<file path="src/rtl/detonator_pkg.sv">
// Shared constants for the detonator keypad path: key count, code width, named key indices.
package detonator_pkg;
    localparam int unsigned N_KEYS_DEF  = 12;
    localparam int unsigned CODE_W_DEF  = 4;
    localparam int unsigned KEY_CONFIRM = 10;
    localparam int unsigned KEY_CLEAR   = 11;
endpackage

</file>
<file path="src/rtl/key_event_arbiter_if.sv">
// Key-event bus between the debounce bank, the arbiter and the code-entry FSM.
interface key_event_arbiter_if #(
    parameter int unsigned N_KEYS = detonator_pkg::N_KEYS_DEF,
    parameter int unsigned CODE_W = detonator_pkg::CODE_W_DEF
);
    logic [N_KEYS-1:0] key_pulse;
    logic              lock;
    logic              out_ready;
    logic              out_valid;
    logic [CODE_W-1:0] out_code;
    logic              busy;
    logic              overrun;
    logic              overrun_clr;

    modport master (
        output key_pulse, lock, out_ready, overrun_clr,
        input  out_valid, out_code, busy, overrun
    );

    modport slave (
        input  key_pulse, lock, out_ready, overrun_clr,
        output out_valid, out_code, busy, overrun
    );
endinterface

</file>
<file path="src/rtl/key_arb_pick.sv">
// Combinational winner select over the pending vector.
// KEY_ARB_RR_EN: round-robin search from ptr; otherwise lowest index wins.
module key_arb_pick #(
    parameter int unsigned N_KEYS = detonator_pkg::N_KEYS_DEF,
    parameter int unsigned CODE_W = detonator_pkg::CODE_W_DEF
) (
    input  logic [N_KEYS-1:0] pending,
`ifdef KEY_ARB_RR_EN
    input  logic [CODE_W-1:0] ptr,
`endif
    output logic              any,
    output logic [CODE_W-1:0] winner
);

`ifdef KEY_ARB_RR_EN
    logic found;

    // Index of the k-th candidate counting up from p, wrapping at N_KEYS.
    function automatic logic [CODE_W-1:0] rr_idx(input logic [CODE_W-1:0] p, input int k);
        int s;
        s = int'(p) + k;
        if (s >= int'(N_KEYS)) s = s - int'(N_KEYS);
        return CODE_W'(s);
    endfunction

    always_comb begin
        any    = |pending;
        winner = '0;
        found  = 1'b0;
        for (int k = 0; k < int'(N_KEYS); k++) begin
            if (!found && pending[rr_idx(ptr, k)]) begin
                winner = rr_idx(ptr, k);
                found  = 1'b1;
            end
        end
    end
`else
    always_comb begin
        any    = |pending;
        winner = '0;
        for (int i = int'(N_KEYS) - 1; i >= 0; i--) begin
            if (pending[i]) winner = CODE_W'(i);
        end
    end
`endif

endmodule

</file>
<file path="src/rtl/key_event_arbiter.sv">
// Latches debounced key pulses as pending requests and hands one key code at a
// time to the code-entry FSM over valid/ready. KEY_ARB_RR_EN selects round-robin.
module key_event_arbiter
    import detonator_pkg::*;
#(
    parameter int unsigned N_KEYS = N_KEYS_DEF,
    parameter int unsigned CODE_W = CODE_W_DEF
) (
    input  logic                clk,
    input  logic                rst,
    key_event_arbiter_if.slave  bus
);

    logic [N_KEYS-1:0] pending;
    logic [N_KEYS-1:0] pending_n;
    logic [N_KEYS-1:0] grant_vec;
    logic              out_valid_q;
    logic [CODE_W-1:0] out_code_q;
    logic              overrun_q;
    logic              any;
    logic              load;
    logic              ovr_ev;
    logic [CODE_W-1:0] winner;

`ifdef KEY_ARB_RR_EN
    logic [CODE_W-1:0] ptr;
`endif

    key_arb_pick #(
        .N_KEYS (N_KEYS),
        .CODE_W (CODE_W)
    ) u_pick (
        .pending (pending),
`ifdef KEY_ARB_RR_EN
        .ptr     (ptr),
`endif
        .any     (any),
        .winner  (winner)
    );

    // A pulse landing on the grant edge of the same key is a fresh press, not an overrun.
    always_comb begin
        load      = (!out_valid_q || bus.out_ready) && any && !bus.lock;
        grant_vec = '0;
        if (load) grant_vec[winner] = 1'b1;
        ovr_ev    = !bus.lock && (|(bus.key_pulse & pending & ~grant_vec));
        pending_n = bus.lock ? '0 : ((pending & ~grant_vec) | bus.key_pulse);
    end

    always_ff @(posedge clk or negedge rst) begin
        if (!rst) begin
            pending     <= '0;
            out_valid_q <= 1'b0;
            out_code_q  <= '0;
            overrun_q   <= 1'b0;
        end else begin
            pending   <= pending_n;
            overrun_q <= (overrun_q & ~bus.overrun_clr) | ovr_ev;
            if (load) begin
                out_valid_q <= 1'b1;
                out_code_q  <= winner;
            end else if (bus.out_ready) begin
                out_valid_q <= 1'b0;
            end
        end
    end

`ifdef KEY_ARB_RR_EN
    // Pointer moves past the winner only on a grant.
    always_ff @(posedge clk or negedge rst) begin
        if (!rst) begin
            ptr <= '0;
        end else if (load) begin
            ptr <= (winner == CODE_W'(N_KEYS - 1)) ? '0 : winner + CODE_W'(1);
        end
    end
`endif

    assign bus.out_valid = out_valid_q;
    assign bus.out_code  = out_code_q;
    assign bus.overrun   = overrun_q;
    assign bus.busy      = (|pending) | out_valid_q;

endmodule

</file>
<file path="src/flat_wrapper.sv">
// flat-port wrapper written by rule: the top's interface ports become plain ports
module key_event_arbiter_flat import detonator_pkg::*;
#(
    parameter int unsigned N_KEYS = N_KEYS_DEF,
    parameter int unsigned CODE_W = CODE_W_DEF
)
  (clk, rst, bus_key_pulse, bus_lock, bus_out_ready, bus_overrun_clr, bus_out_valid, bus_out_code, bus_busy, bus_overrun);
  key_event_arbiter_if #(.N_KEYS(N_KEYS), .CODE_W(CODE_W)) bus_i ();
  input  logic clk;
  input  logic rst;
  input wire logic [$bits(bus_i.key_pulse)-1:0] bus_key_pulse;
  input wire logic [$bits(bus_i.lock)-1:0] bus_lock;
  input wire logic [$bits(bus_i.out_ready)-1:0] bus_out_ready;
  input wire logic [$bits(bus_i.overrun_clr)-1:0] bus_overrun_clr;
  output wire logic [$bits(bus_i.out_valid)-1:0] bus_out_valid;
  output wire logic [$bits(bus_i.out_code)-1:0] bus_out_code;
  output wire logic [$bits(bus_i.busy)-1:0] bus_busy;
  output wire logic [$bits(bus_i.overrun)-1:0] bus_overrun;
  assign bus_i.key_pulse = bus_key_pulse;
  assign bus_i.lock = bus_lock;
  assign bus_i.out_ready = bus_out_ready;
  assign bus_i.overrun_clr = bus_overrun_clr;
  assign bus_out_valid = bus_i.out_valid;
  assign bus_out_code = bus_i.out_code;
  assign bus_busy = bus_i.busy;
  assign bus_overrun = bus_i.overrun;
  key_event_arbiter #(.N_KEYS(N_KEYS), .CODE_W(CODE_W)) u_core (.clk(clk), .rst(rst), .bus(bus_i));
endmodule
</file>
<file path="config.mk">
export PLATFORM = sky130hd
export DESIGN_NAME = key_event_arbiter_flat
export DESIGN_NICKNAME = d
export VERILOG_FILES = /design/src/rtl/detonator_pkg.sv /design/src/rtl/key_event_arbiter_if.sv /design/src/rtl/key_arb_pick.sv /design/src/rtl/key_event_arbiter.sv /design/src/flat_wrapper.sv
export SDC_FILE = /design/constraint.sdc
export NUM_CORES = 1
export LEC_CHECK = 0
export ABC_CLOCK_PERIOD_IN_PS = 6700
export CORE_MARGIN = 10
export CORE_UTILIZATION = 30
export DETAILED_ROUTE_END_ITERATION = 16
export GPL_ROUTABILITY_DRIVEN = 0
export PLACE_DENSITY_LB_ADDON = 0.3
export SETUP_SLACK_MARGIN = 0.05
export SLEW_MARGIN = 20
export SYNTH_ARGS = -nofsm -noshare
export SYNTH_HDL_FRONTEND = slang
export SYNTH_SLANG_ARGS = --single-unit
</file>
<file path="constraint.sdc">
create_clock -name clk -period 6.7 [get_ports clk]
set_clock_uncertainty 0.1 [all_clocks]
set_input_delay 1.675 -clock clk [delete_from_list [all_inputs] [get_ports clk]]
set_output_delay 1.675 -clock clk [all_outputs]
set_load 0.02 [all_outputs]
</file>
Word-level counts from Yosys, hierarchy flattened
Cells that the tools add are included.
{ "classes": {"order_cmp": 2, "n_reduce_logical": 10, "bitwise": 9, "mux": 18} }
{ "ops": {"columns": ["cell", "n"], "rows": [
  ["4-bit two-way mux", 12],
  ["12-bit bitwise AND", 3],
  ["12-bit two-way mux", 2],
  ["12-bit OR reduction", 2],
  ["12-bit NOT", 1],
  ["12-bit bitwise OR", 1],
  ["4-bit by 5-bit less-than comparator with 1-bit output, second input constant", 1],
  ["1-bit demux with 4-bit select", 1],
  ["4-bit by 1-bit >= comparator with 1-bit output, second input constant", 1],
  ["1-bit logical AND", 4],
  ["1-bit two-way mux", 3],
  ["1-bit logical NOT", 2],
  ["1-bit bitwise OR", 2],
  ["2-bit nonzero test", 1],
  ["1-bit bitwise AND", 1],
  ["1-bit logical OR", 1],
  ["1-bit NOT", 1]
]} }
{ "word_totals": {"regBits": 18, "input_bits": 17, "output_inout_bits": 7} }

Longest topological paths before layout
Gate-level depths: netlist of run 1.
{ "logic_depth": {"ltp_word": 22, "depth_mapped": 9, "ltp_nobuf": 7} }

Hierarchy
From an unflattened synthesis of run 1, not the netlist that was laid out.
{ "hier_totals": {"hier_cells": 131, "area_unflattened_um2": 1131.1} }
{ "modules_own_cells": {"columns": ["mod", "area_per_inst_um2", "cells_per_inst", "n_inst", "seq_area_each_um2"], "rows": [
  ["key_event_arbiter", 1002.2, 109, 1, 450.4],
  ["key_arb_pick", 128.9, 22, 1, 0.0]
]} }

Worst setup path before layout of run 1
No wires, ideal clock.
{ "synth_timing": {"kind": "input-to-reg", "startpoint": "in bus_lock", "endpoint": "reg u_core.overrun_q (netlist: u_core.bus.overrun)", "setup_time_ns": 0.136, "setup_slack_ns": 3.142, "path_buffers": 0, "path_stages": 6, "arrival_ns": 3.322, "t_required_ns": 6.464, "cell_sequence": "or4_4 -> or4_4 -> o311ai_2 -> o2111ai_1 -> o31ai_2 -> o211ai_1"} }
{ "synth_via": {"elab_chain_cells": 8} }
{ "synth_rtl": {"columns": ["item", "line", "rtl"], "rows": [
  ["from (decl)", "flat_wrapper.sv:12", "input wire logic [$bits(bus_i.lock)-1:0] bus_lock;"],
  ["1-bit logical NOT *", "key_event_arbiter.sv:43, key_event_arbiter.sv:46", null],
  ["1-bit logical AND", "key_event_arbiter.sv:43", "load = (!out_valid_q || bus.out_ready) && any && !bus.lock;"],
  ["12-bit two-way mux", "key_event_arbiter.sv:45", "if (load) grant_vec[winner] = 1'b1;"],
  ["12-bit NOT", "key_event_arbiter.sv:46", "ovr_ev = !bus.lock && (|(bus.key_pulse & pending & ~grant_vec));"],
  ["12-bit bitwise AND", "key_event_arbiter.sv:46", null],
  ["12-bit OR reduction", "key_event_arbiter.sv:46", null],
  ["1-bit logical AND *", "key_event_arbiter.sv:46", null],
  ["1-bit bitwise OR *", "key_event_arbiter.sv:58", "overrun_q <= (overrun_q & ~bus.overrun_clr) | ovr_ev;"],
  ["to (signal assigned)", "key_event_arbiter.sv:58", null],
  ["to (decl)", "key_event_arbiter.sv:19", "logic overrun_q;"]
]} }
Mark *: on every way between the ends. The rest lies on a longest branch, timed or not.
A chain may end at the register's enable or synchronous reset.

Worst setup path after layout of run 1
Same ends and word-level chain as after synthesis.

==> impl_metrics.csv, run 1 <==
group,metric,value,unit
status,status,"finished clean",
floorplanning,placeableCoreArea,3660,um2
cells_and_area,area_growth,26.2,%
placed_design,placed_area,1370,um2
clock_tree,cts_root_buffer,"clkbuf_8",
setup_path,path_cells,"clkdlybuf4s50_1, or4_4, or4_4, o311ai_2, o2111ai_1, o31ai_2, o211ai_1",
setup_path,cp_slowest_stage_delay,680,ps
setup_path,cp.required,6730,ps
setup_path,cp_common_cell,"or4_4",
logic_synthesis,async_reset_ff_share,100,%
sta,tns,0,ps
setup_path,crit_end,"u_core.bus.overrun",
logic_synthesis,yosysWarnings,0,
sta,max_freq,0.237,GHz
cells_and_area,nNetsFinal,173,
cells_and_area,register_area,450,um2
setup_path,cp.arrival,4250,ps
floorplanning,die_w,81.3,um
cells_and_area,diodes,0,
global_routing,gr-total-overflow,0,
placed_design,hpwl,2360,um
global_routing,grt_antenna_before_repair,0,
setup_path,crit-reg2reg-launch,"u_core.pending[7]",
cells_and_area,multiInputGateArea,598,um2
floorplanning,start_util,30.8,%
drt,wl_per_cell,14.7,um
power_and_ir_drop,p_per_area,204,nW/um2
cells_and_area,instances_no_fill,203,
clock_tree,ctsHoldBuffers,0,
logic_synthesis,yosys-top-cells-area,"dfrtp_1 40%, a21oi_1 7.5%, nor2_1 5.7%",
clock_tree,cts.reportedPaths.clkPinSlew,70,ps
logic_synthesis,ys.flop_type,"dfrtp_1",
logic_synthesis,yosysTopAreaCellShare,39.9,%
global_routing,grt_usage,9.36,%
setup_path,worstSetupPathType,"in -> reg",
logic_synthesis,netlist_area,1130,um2
drt,dr.pass1.iters,4,
floorplanning,rows,22,
power_and_ir_drop,leakage,0.000582,uW
clock_tree,clk_latency,250,ps
cells_and_area,drive_above_1_share,9.68,%
sta,relSlewSlack,44.2,%
logic_synthesis,synth-edff-count,0,
setup_path,r2r-end,"u_core.bus.overrun",
cells_and_area,fill_cells,368,
clock_tree,numCtsBuffers,3,
drt,first_iter_violations,89,
clock_tree,clock-sinks,18,
setup_path,worst_path_max_delay_cell,"clkdlybuf4s50_1",
sta,rsz0062_at_grt,"false",
drt,via_per_inst,5.15,
global_routing,grt_pass1_wl,5000,um
global_routing,grt_max_degree,19,
sta,period_minus_slack,4220,ps
clock_tree,cts_max_level,1,
drt,drcViolationCount,0,
floorplanning,dieArea,6620,um2
drt,vias,1045,
cells_and_area,fin_area,1420,um2
placed_design,port-buffer-count,23,
placed_design,dp_cells,199,
sta,slew_viol_final,0,
clock_tree,cts_tree,"yes",
global_routing,first_global_vias,1044,
sta,timing.final.crit_share,63.0,%
logic_synthesis,synth-seq-cells,18,
setup_path,cp_max_fo,16,
power_and_ir_drop,max-vdd-ir-drop,113,uV
sta,finalHoldViolCount,0,
setup_path,setup.worst_path.end_class,"flop",
sta,setup_viol_count_final,0,
drt,routed_wl,2980,um
logic_synthesis,ys_types,39,
sta,worstMarginPinSlew,835,ps
hold_path,hold_class,"reg -> reg",
floorplanning,ios,24,
setup_path,setup.worst_path.start_class,"input pin",
setup_path,cp-startpoint,"bus_lock",
clock_tree,cts_setup_buffers,0,
logic_synthesis,yosysSeqAreaShare,39.9,%
setup_path,regToRegSetupSlack,4220,ps
logic_synthesis,syn_inst,133,
setup_path,reg2reg_depth,7,
drt,ant_nets,0,
clock_tree,ctsResizeCount,0,
logic_synthesis,synth_area_per_cell,8.49,um2
logic_synthesis,yosysTopAreaCell,"dfrtp_1",
clock_tree,clock_path_buffers,2,
floorplanning,die_h,81.3,um
run,maxCapViolCount,0,
logic_synthesis,synth_nets,150,
-- layout by cell type (no fill, tap or decap), types with 2 or more instances in the layout --
cell,instances
nand2_1,16
nand2b_1,4
or4_4,2
o2111ai_1,4
a21o_1,2
dfrtp_1,18
or2_2,2
o21ai_0,7
a31oi_1,2
o211ai_1,3
nor2_1,17
nand3_1,2
clkdlybuf4s50_1,23
nor2b_1,3
clkbuf_8,4
a21oi_1,17
inv_1,8
or3_1,3
-- state kept, by name, indices dropped and copies added, names as in the netlist --
signal and flops:
u_core.bus.out_valid 1, u_core.pending 12, u_core.bus.out_code 4, u_core.bus.overrun 1
-- worst min-delay path by stage --
stage	from	endpoint	slack (ps)	cells past startpoint
finish	u_core.bus.out_code[1]	u_core.bus.out_code[1]	380	2
global route	u_core.bus.out_code[0]	u_core.bus.out_code[0]	420	2
CTS	u_core.bus.out_code[3]	u_core.bus.out_code[3]	390	2
detailed placement	u_core.bus.out_code[3]	u_core.bus.out_code[3]	370	2
global placement	u_core.bus.out_code[0]	u_core.bus.out_code[0]	370	2
floorplan	u_core.pending[11]	u_core.pending[11]	440	2
-- worst max-delay path: cells and delay by family --
family | cells | cell delay [ps]
buffers and inverters | 1 | 680
and+or+nand+nor | 2 | 1140
AOI/OAI and AO/OA | 4 | 750
-- synthesized netlist by cell type (all sizes together) (3+ instances only) --
master / count
inv: 8
dfrtp: 18
or3: 4
nor2b: 3
o21ai: 7
o211ai: 3
clkbuf: 3
nand2b: 4
a21oi: 17
nor2: 17
o2111ai: 4
nand2: 16
-- logic make-up (layout without fill, tap and decap cells) --
group / Yosys count / in the layout / share of synthesized area [%]
flops: 18 / 18 / 39.9
compound gates: 44 / 44 / 26.2
simple gates: 57 / 57 / 25.9
buf+inv: 13 / 35 / 7.09
mux: 1 / 1 / 0.887
-- report_power, final --
part           internal [uW]  switching, uW
sequential               118           12.2
clock                   52.2           36.0
combinational           34.0           37.2
total                    204           85.4
-- final cells by class --
| class | instances | share of cell area (%) |
|---|---|---|
| clock buffers | 4 | 3.87 |
| inverters | 8 | 2.11 |
| multi-input cells | 102 | 42.0 |
| flip-flops and latches | 18 | 31.6 |
| well taps | 48 | 4.22 |
| repair buffers | 23 | 16.2 |
-- routing by layer --
metal / GRT usage, % / routed length [um] / up-vias
li1: - / - / 518
met1: 11.5 / 1330 / 480
met2: 15.3 / 1400 / 43
met3: 3.53 / 225 / 4
met4: 1.73 / 29 / 0
met5: 0 / 0 / -
-- metrics by stage --
stage / hold WS [ps] / setup slack [ps] / total power [uW] / util, %
2_1_floorplan: 435 / 3140 / 173 / -
3_3_place_gp: 365 / 2250 / 204 / 37.4
3_5_place_dp: 369 / 2210 / 204 / 37.4
4_1_cts: 386 / 2480 / 293 / 38.9
5_1_grt: 424 / 2300 / 306 / 38.9
6_report: 380 / 2480 / 290 / 38.9
Power figures use the tool's default switching activity.
==> inputs of run 2 (changes only) <==
--- a/config.mk
+++ b/config.mk
@@ -5,7 +5,7 @@
 export SDC_FILE = /design/constraint.sdc
 export NUM_CORES = 1
 export LEC_CHECK = 0
-export ABC_CLOCK_PERIOD_IN_PS = 6700
+export ABC_CLOCK_PERIOD_IN_PS = 3400
 export CORE_MARGIN = 10
 export CORE_UTILIZATION = 30
 export DETAILED_ROUTE_END_ITERATION = 16
==> constraint.sdc (replaced) <==
create_clock -name clk -period 3.4 [get_ports clk]
set_clock_uncertainty 0.1 [all_clocks]
set_input_delay 0.85 -clock clk [delete_from_list [all_inputs] [get_ports clk]]
set_output_delay 0.85 -clock clk [all_outputs]
set_load 0.02 [all_outputs]
==> impl_metrics.csv, run 2 (synthesis results as in run 1) <==
group,metric,value,unit
status,status,"finished clean",
hold_path,holdPathStages,2,
clock_tree,cts_setup_buffers,0,
clock_tree,cts_tree,"yes",
sta,setup_viol_count_final,0,
floorplanning,placeableCoreArea,3660,um2
power_and_ir_drop,combPwrFrac,24.7,%
sta,worstMarginPinSlew,795,ps
floorplanning,ios,24,
power_and_ir_drop,p_clk_share,30.5,%
cells_and_area,final_cell_mix,"23 x clkdlybuf4s50_1, 18 x dfrtp_1, 17 x nor2_1, 17 x a21oi_1, 16 x nand2_1",
sta,max_freq,0.310,GHz
hold_path,hold_end,"u_core.bus.out_code[2]",
power_and_ir_drop,power,574,uW
cells_and_area,nNetsFinal,175,
cells_and_area,largest-register,"u_core.pending",
run,maxCapViolCount,0,
global_routing,grt_pass1_wl,4920,um
drt,wl_per_cell,14.4,um
clock_tree,numCtsBuffers,3,
global_routing,gr-total-overflow,0,
global_routing,grt_max_degree,19,
power_and_ir_drop,p_sw,170,uW
floorplanning,die_w,81.3,um
power_and_ir_drop,p_sw_share,29.6,%
floorplanning,dieArea,6620,um2
sta,rsz0062_at_grt,"false",
setup_path,setup.worst_path.start_class,"flop",
drt,dr.pass1.iters,4,
setup_path,crit-reg2reg-launch,"u_core.pending[1]",
sta,finalHoldViolCount,0,
cells_and_area,area_growth,27.5,%
drt,routed_wl,2960,um
sta,timing.final.crit_share,94.7,%
drt,ant_nets,0,
clock_tree,ctsHoldBuffers,0,
clock_tree,ctsResizeCount,0,
setup_path,reg2reg_depth,6,
drt,via_per_inst,5.20,
sta,postLayoutSetupSlackWorst,179,ps
placed_design,place_ws,106,ps
drt,drcViolationCount,0,
global_routing,first_global_vias,1041,
floorplanning,start_util,30.8,%
cells_and_area,layout_commonest_cell,"clkdlybuf4s50_1",
setup_path,cp_max_fo,8,
power_and_ir_drop,pwr-share-seq,44.8,%
cells_and_area,largest_register_ffs,12,
power_and_ir_drop,intPower,404,uW
power_and_ir_drop,leakage,0.000591,uW
clock_tree,clk_latency,260,ps
setup_path,r2r-end,"u_core.bus.overrun",
sta,period_minus_slack,3220,ps
sta,slew_viol_final,0,
placed_design,port-buffer-count,23,
sta,tns,0,ps
setup_path,cp.arrival,2270,ps
power_and_ir_drop,max-vdd-ir-drop,238,uV
placed_design,dp_cells,201,
cells_and_area,diodes,0,
sta,hold_ws,373,ps
setup_path,setup.worst_path.end_class,"output pin",
clock_tree,cts_max_level,1,
placed_design,hpwl,2330,um
clock_tree,cts.reportedPaths.clkPinSlew,70,ps
hold_path,hold_class,"reg -> reg",
clock_tree,clock-sinks,18,
cells_and_area,instances_no_fill,205,
setup_path,worstSetupPathType,"reg -> out",
drt,vias,1067,
sta,relSlewSlack,46.9,%
setup_path,cp.required,2450,ps
power_and_ir_drop,p_per_area,399,nW/um2
cells_and_area,drive_above_1_share,10.8,%
setup_path,regToRegSetupSlack,930,ps
global_routing,grt_antenna_before_repair,0,
floorplanning,rows,22,
clock_tree,clock_path_buffers,2,
global_routing,grt_usage,9.31,%
floorplanning,die_h,81.3,um
drt,first_iter_violations,105,
hold_path,hold_start,"u_core.bus.out_code[2]",
clock_tree,cts_root_buffer,"clkbuf_8",
==> run 2: changes by cell type in the layout (fill, tap and decap cells not counted), sizes merged <==
cell	change
buf	+2
==> run 2: power by group through the flow <==
stage	Clock [uW]	Combinational (uW)	Sequential, uW
final	175	142	257
after global placement	0	142	260
after floorplan	0	78.7	263
after detailed placement	0	143	261
after CTS	180	143	257
after global routing	191	157	260
==> run 2: routing by layer <==
| metal | wire, um | part of all wire (%) | track usage [%] |
|---|---|---|---|
| met1 | 1260 | 43 | 10.7 |
| met2 | 1400 | 47 | 15.5 |
| met3 | 274 | 9.3 | 3.97 |
| met4 | 25 | 0.85 | 2.60 |
| met5 | 0 | 0 | 0 |
==> run 2: through the flow <==
step                      area [um2]  utilization [%]
after global placement          1380             37.8
final                           1440             39.3
after CTS                       1440             39.3
after floorplan                 1130                -
after global routing            1440             39.3
after detailed placement        1380             37.8
==> run 2: how the worst max path moves through the flow <==
stage | startpoint | to | slack [ps] | cells past startpoint
6_report | u_core.pending[7] | bus_busy | 180 | 4
5_1_grt | u_core.pending[7] | bus_busy | 90 | 4
4_1_cts | u_core.pending[7] | bus_busy | 180 | 4
3_5_place_dp | bus_lock | u_core.bus.overrun | 110 | 7
3_3_place_gp | bus_out_ready | u_core.bus.overrun | 160 | 8
2_1_floorplan | bus_lock | u_core.bus.overrun | 670 | 6
==> run 2: worst max-delay path, stage by stage, from the launching register on <==
cell and delay, ps:
dfrtp_1 490, nor4_2 440, nand4_1 220, or2_2 320, clkdlybuf4s50_1 540
==> run 2: final cells by class <==
class	instances	area, um2
Clock buffer	4	55.1
Fill cell	388	2220
Inverter	8	30.0
Multi-Input combinational cell	102	598
Sequential cell	18	450
Tap cell	48	60.1
Timing Repair Buffer	25	245
==> inputs of run 3 (changes only) <==
--- a/config.mk
+++ b/config.mk
@@ -7,11 +7,12 @@
 export LEC_CHECK = 0
 export ABC_CLOCK_PERIOD_IN_PS = 3400
 export CORE_MARGIN = 10
-export CORE_UTILIZATION = 30
+export CORE_UTILIZATION = 38
 export DETAILED_ROUTE_END_ITERATION = 16
 export GPL_ROUTABILITY_DRIVEN = 0
 export PLACE_DENSITY_LB_ADDON = 0.3
 export SETUP_SLACK_MARGIN = 0.05
+export SKIP_LAST_GASP = 1
 export SLEW_MARGIN = 20
 export SYNTH_ARGS = -nofsm -noshare
 export SYNTH_HDL_FRONTEND = slang
==> impl_metrics.csv, run 3 (synthesis results as in run 1) <==
group,metric,value,unit
global_routing,first_global_vias,1050,
setup_path,cp.arrival,2250,ps
clock_tree,cts.reportedPaths.clkPinSlew,100,ps
drt,drcViolationCount,0,
drt,drt-met1-wl,1350,um
drt,ant_nets,0,
run,maxCapViolCount,0,
sta,relSlewSlack,44.7,%
drt,dr.pass1.iters,4,
floorplanning,rows,19,
drt,highest_layer,"met4",
sta,period_minus_slack,3200,ps
drt,wl_met3,137,um
sta,tns,0,ps
power_and_ir_drop,p_per_area,383,nW/um2
floorplanning,ios,24,
power_and_ir_drop,p_sw,172,uW
placed_design,placed_area,1360,um2
setup_path,cp.required,2450,ps
clock_tree,cts_max_level,1,
hold_path,holdPathStages,2,
cells_and_area,largest-register,"u_core.pending",
power_and_ir_drop,leakage,0.000582,uW
clock_tree,cts_setup_buffers,0,
cells_and_area,diodes,0,
global_routing,grt_usage,11.4,%
clock_tree,clk_latency,310,ps
global_routing,grt_pass1_wl,5000,um
setup_path,setup.worst_path.start_class,"flop",
sta,setup_viol_count_final,0,
global_routing,gr-total-overflow,0,
placed_design,hpwl,2310,um
setup_path,worstSetupPathType,"reg -> out",
drt,routed_wl,2970,um
cells_and_area,layout_commonest_cell,"clkdlybuf4s50_1",
floorplanning,dieArea,5550,um2
setup_path,setup.worst_path.end_class,"output pin",
power_and_ir_drop,pwr-share-seq,47.9,%
setup_path,cp_max_fo,8,
drt,wl_per_cell,15.8,um
global_routing,grt_antenna_before_repair,0,
setup_path,reg2reg_depth,6,
hold_path,hold_class,"reg -> reg",
clock_tree,cts_tree,"yes",
sta,timing.final.crit_share,94.1,%
sta,slew_viol_final,0,
cells_and_area,fin_area,1410,um2
clock_tree,clock-sinks,18,
clock_tree,clock_path_buffers,2,
sta,worstMarginPinSlew,827,ps
power_and_ir_drop,p_clk_share,25.7,%
power_and_ir_drop,intPower,367,uW
sta,finalHoldViolCount,0,
cells_and_area,final_cell_mix,"23 x clkdlybuf4s50_1, 17 x nor2_1, 17 x a21oi_1, 16 x nand2_1, 16 x dfrtp_1",
drt,via_per_inst,5.74,
sta,rsz0062_at_grt,"false",
cells_and_area,nNetsFinal,175,
power_and_ir_drop,max-vdd-ir-drop,202,uV
floorplanning,start_util,40.2,%
power_and_ir_drop,p_sw_share,32.0,%
drt,vias,1080,
status,status,"finished clean",
cells_and_area,area_growth,24.9,%
floorplanning,die_w,74.5,um
cells_and_area,largest_register_ffs,12,
placed_design,port-buffer-count,23,
clock_tree,numCtsBuffers,3,
clock_tree,cts_root_buffer,"clkbuf_4",
global_routing,grt_max_degree,19,
drt,wl_met2,1440,um
cells_and_area,drive_above_1_share,12.1,%
drt,first_iter_violations,54,
sta,max_freq,0.312,GHz
power_and_ir_drop,combPwrFrac,26.4,%
sta,hold_ws,387,ps
floorplanning,die_h,74.5,um
floorplanning,placeableCoreArea,2810,um2
run 3: worst paths after layout:
path | from | slack [ps] | endpoint
hold / removal | u_core.bus.out_code[0] | 390 | u_core.bus.out_code[0]
hold reg to reg | u_core.bus.out_code[0] | 390 | u_core.bus.out_code[0]
min in group asynchronous | rst | 900 | u_core.pending[11]
setup / recovery | u_core.pending[4] | 200 | bus_busy
max in group asynchronous | rst | 1710 | u_core.pending[4]
setup reg to reg | u_core.pending[1] | 960 | u_core.bus.overrun
run 3: timing repair:
item,in CTS,in global routing
pin swaps,0,1
hold buffers,0,0
gates resized for setup,1,2
setup endpoints to repair,1,1
run 3: area by class of cell:
type / instances / area (um2)
fill: 286 / 1400
multi-input combinational: 102 / 607
sequential: 18 / 453
clock buffer: 4 / 36.3
inverter: 8 / 30.0
timing repair buffer: 25 / 245
tap: 31 / 38.8
run 3: metal layers:
metal	up-vias	global-route usage, %
li1	532	-
met1	504	14.0
met2	37	19.2
met3	7	2.39
met4	0	4.41
met5	-	0
run 3: critical path: stages, from the launching register on:
cell and delay, ps:
dfrtp_2 490, nor4_4 400, nand4_1 210, or2_2 310
clkdlybuf4s50_1 540
run 3: power by group through the flow:
stage | logic [uW] | clock network (uW) | registers (uW)
2_1_floorplan | 78.7 | 0 | 263
3_3_place_gp | 141 | 0 | 260
3_5_place_dp | 142 | 0 | 261
4_1_cts | 144 | 141 | 258
5_1_grt | 158 | 150 | 262
6_report | 142 | 138 | 259
run 3: through the flow:
step                      power, uW  instances  worst slack, ps  utilization, %
final                           539        188              200            50.3
after global routing            570        188             63.5            50.3
after CTS                       543        188              137            50.2
after detailed placement        403        184              102            48.6
after global placement          402        184              176            48.6
after floorplan                 341        133              667               -
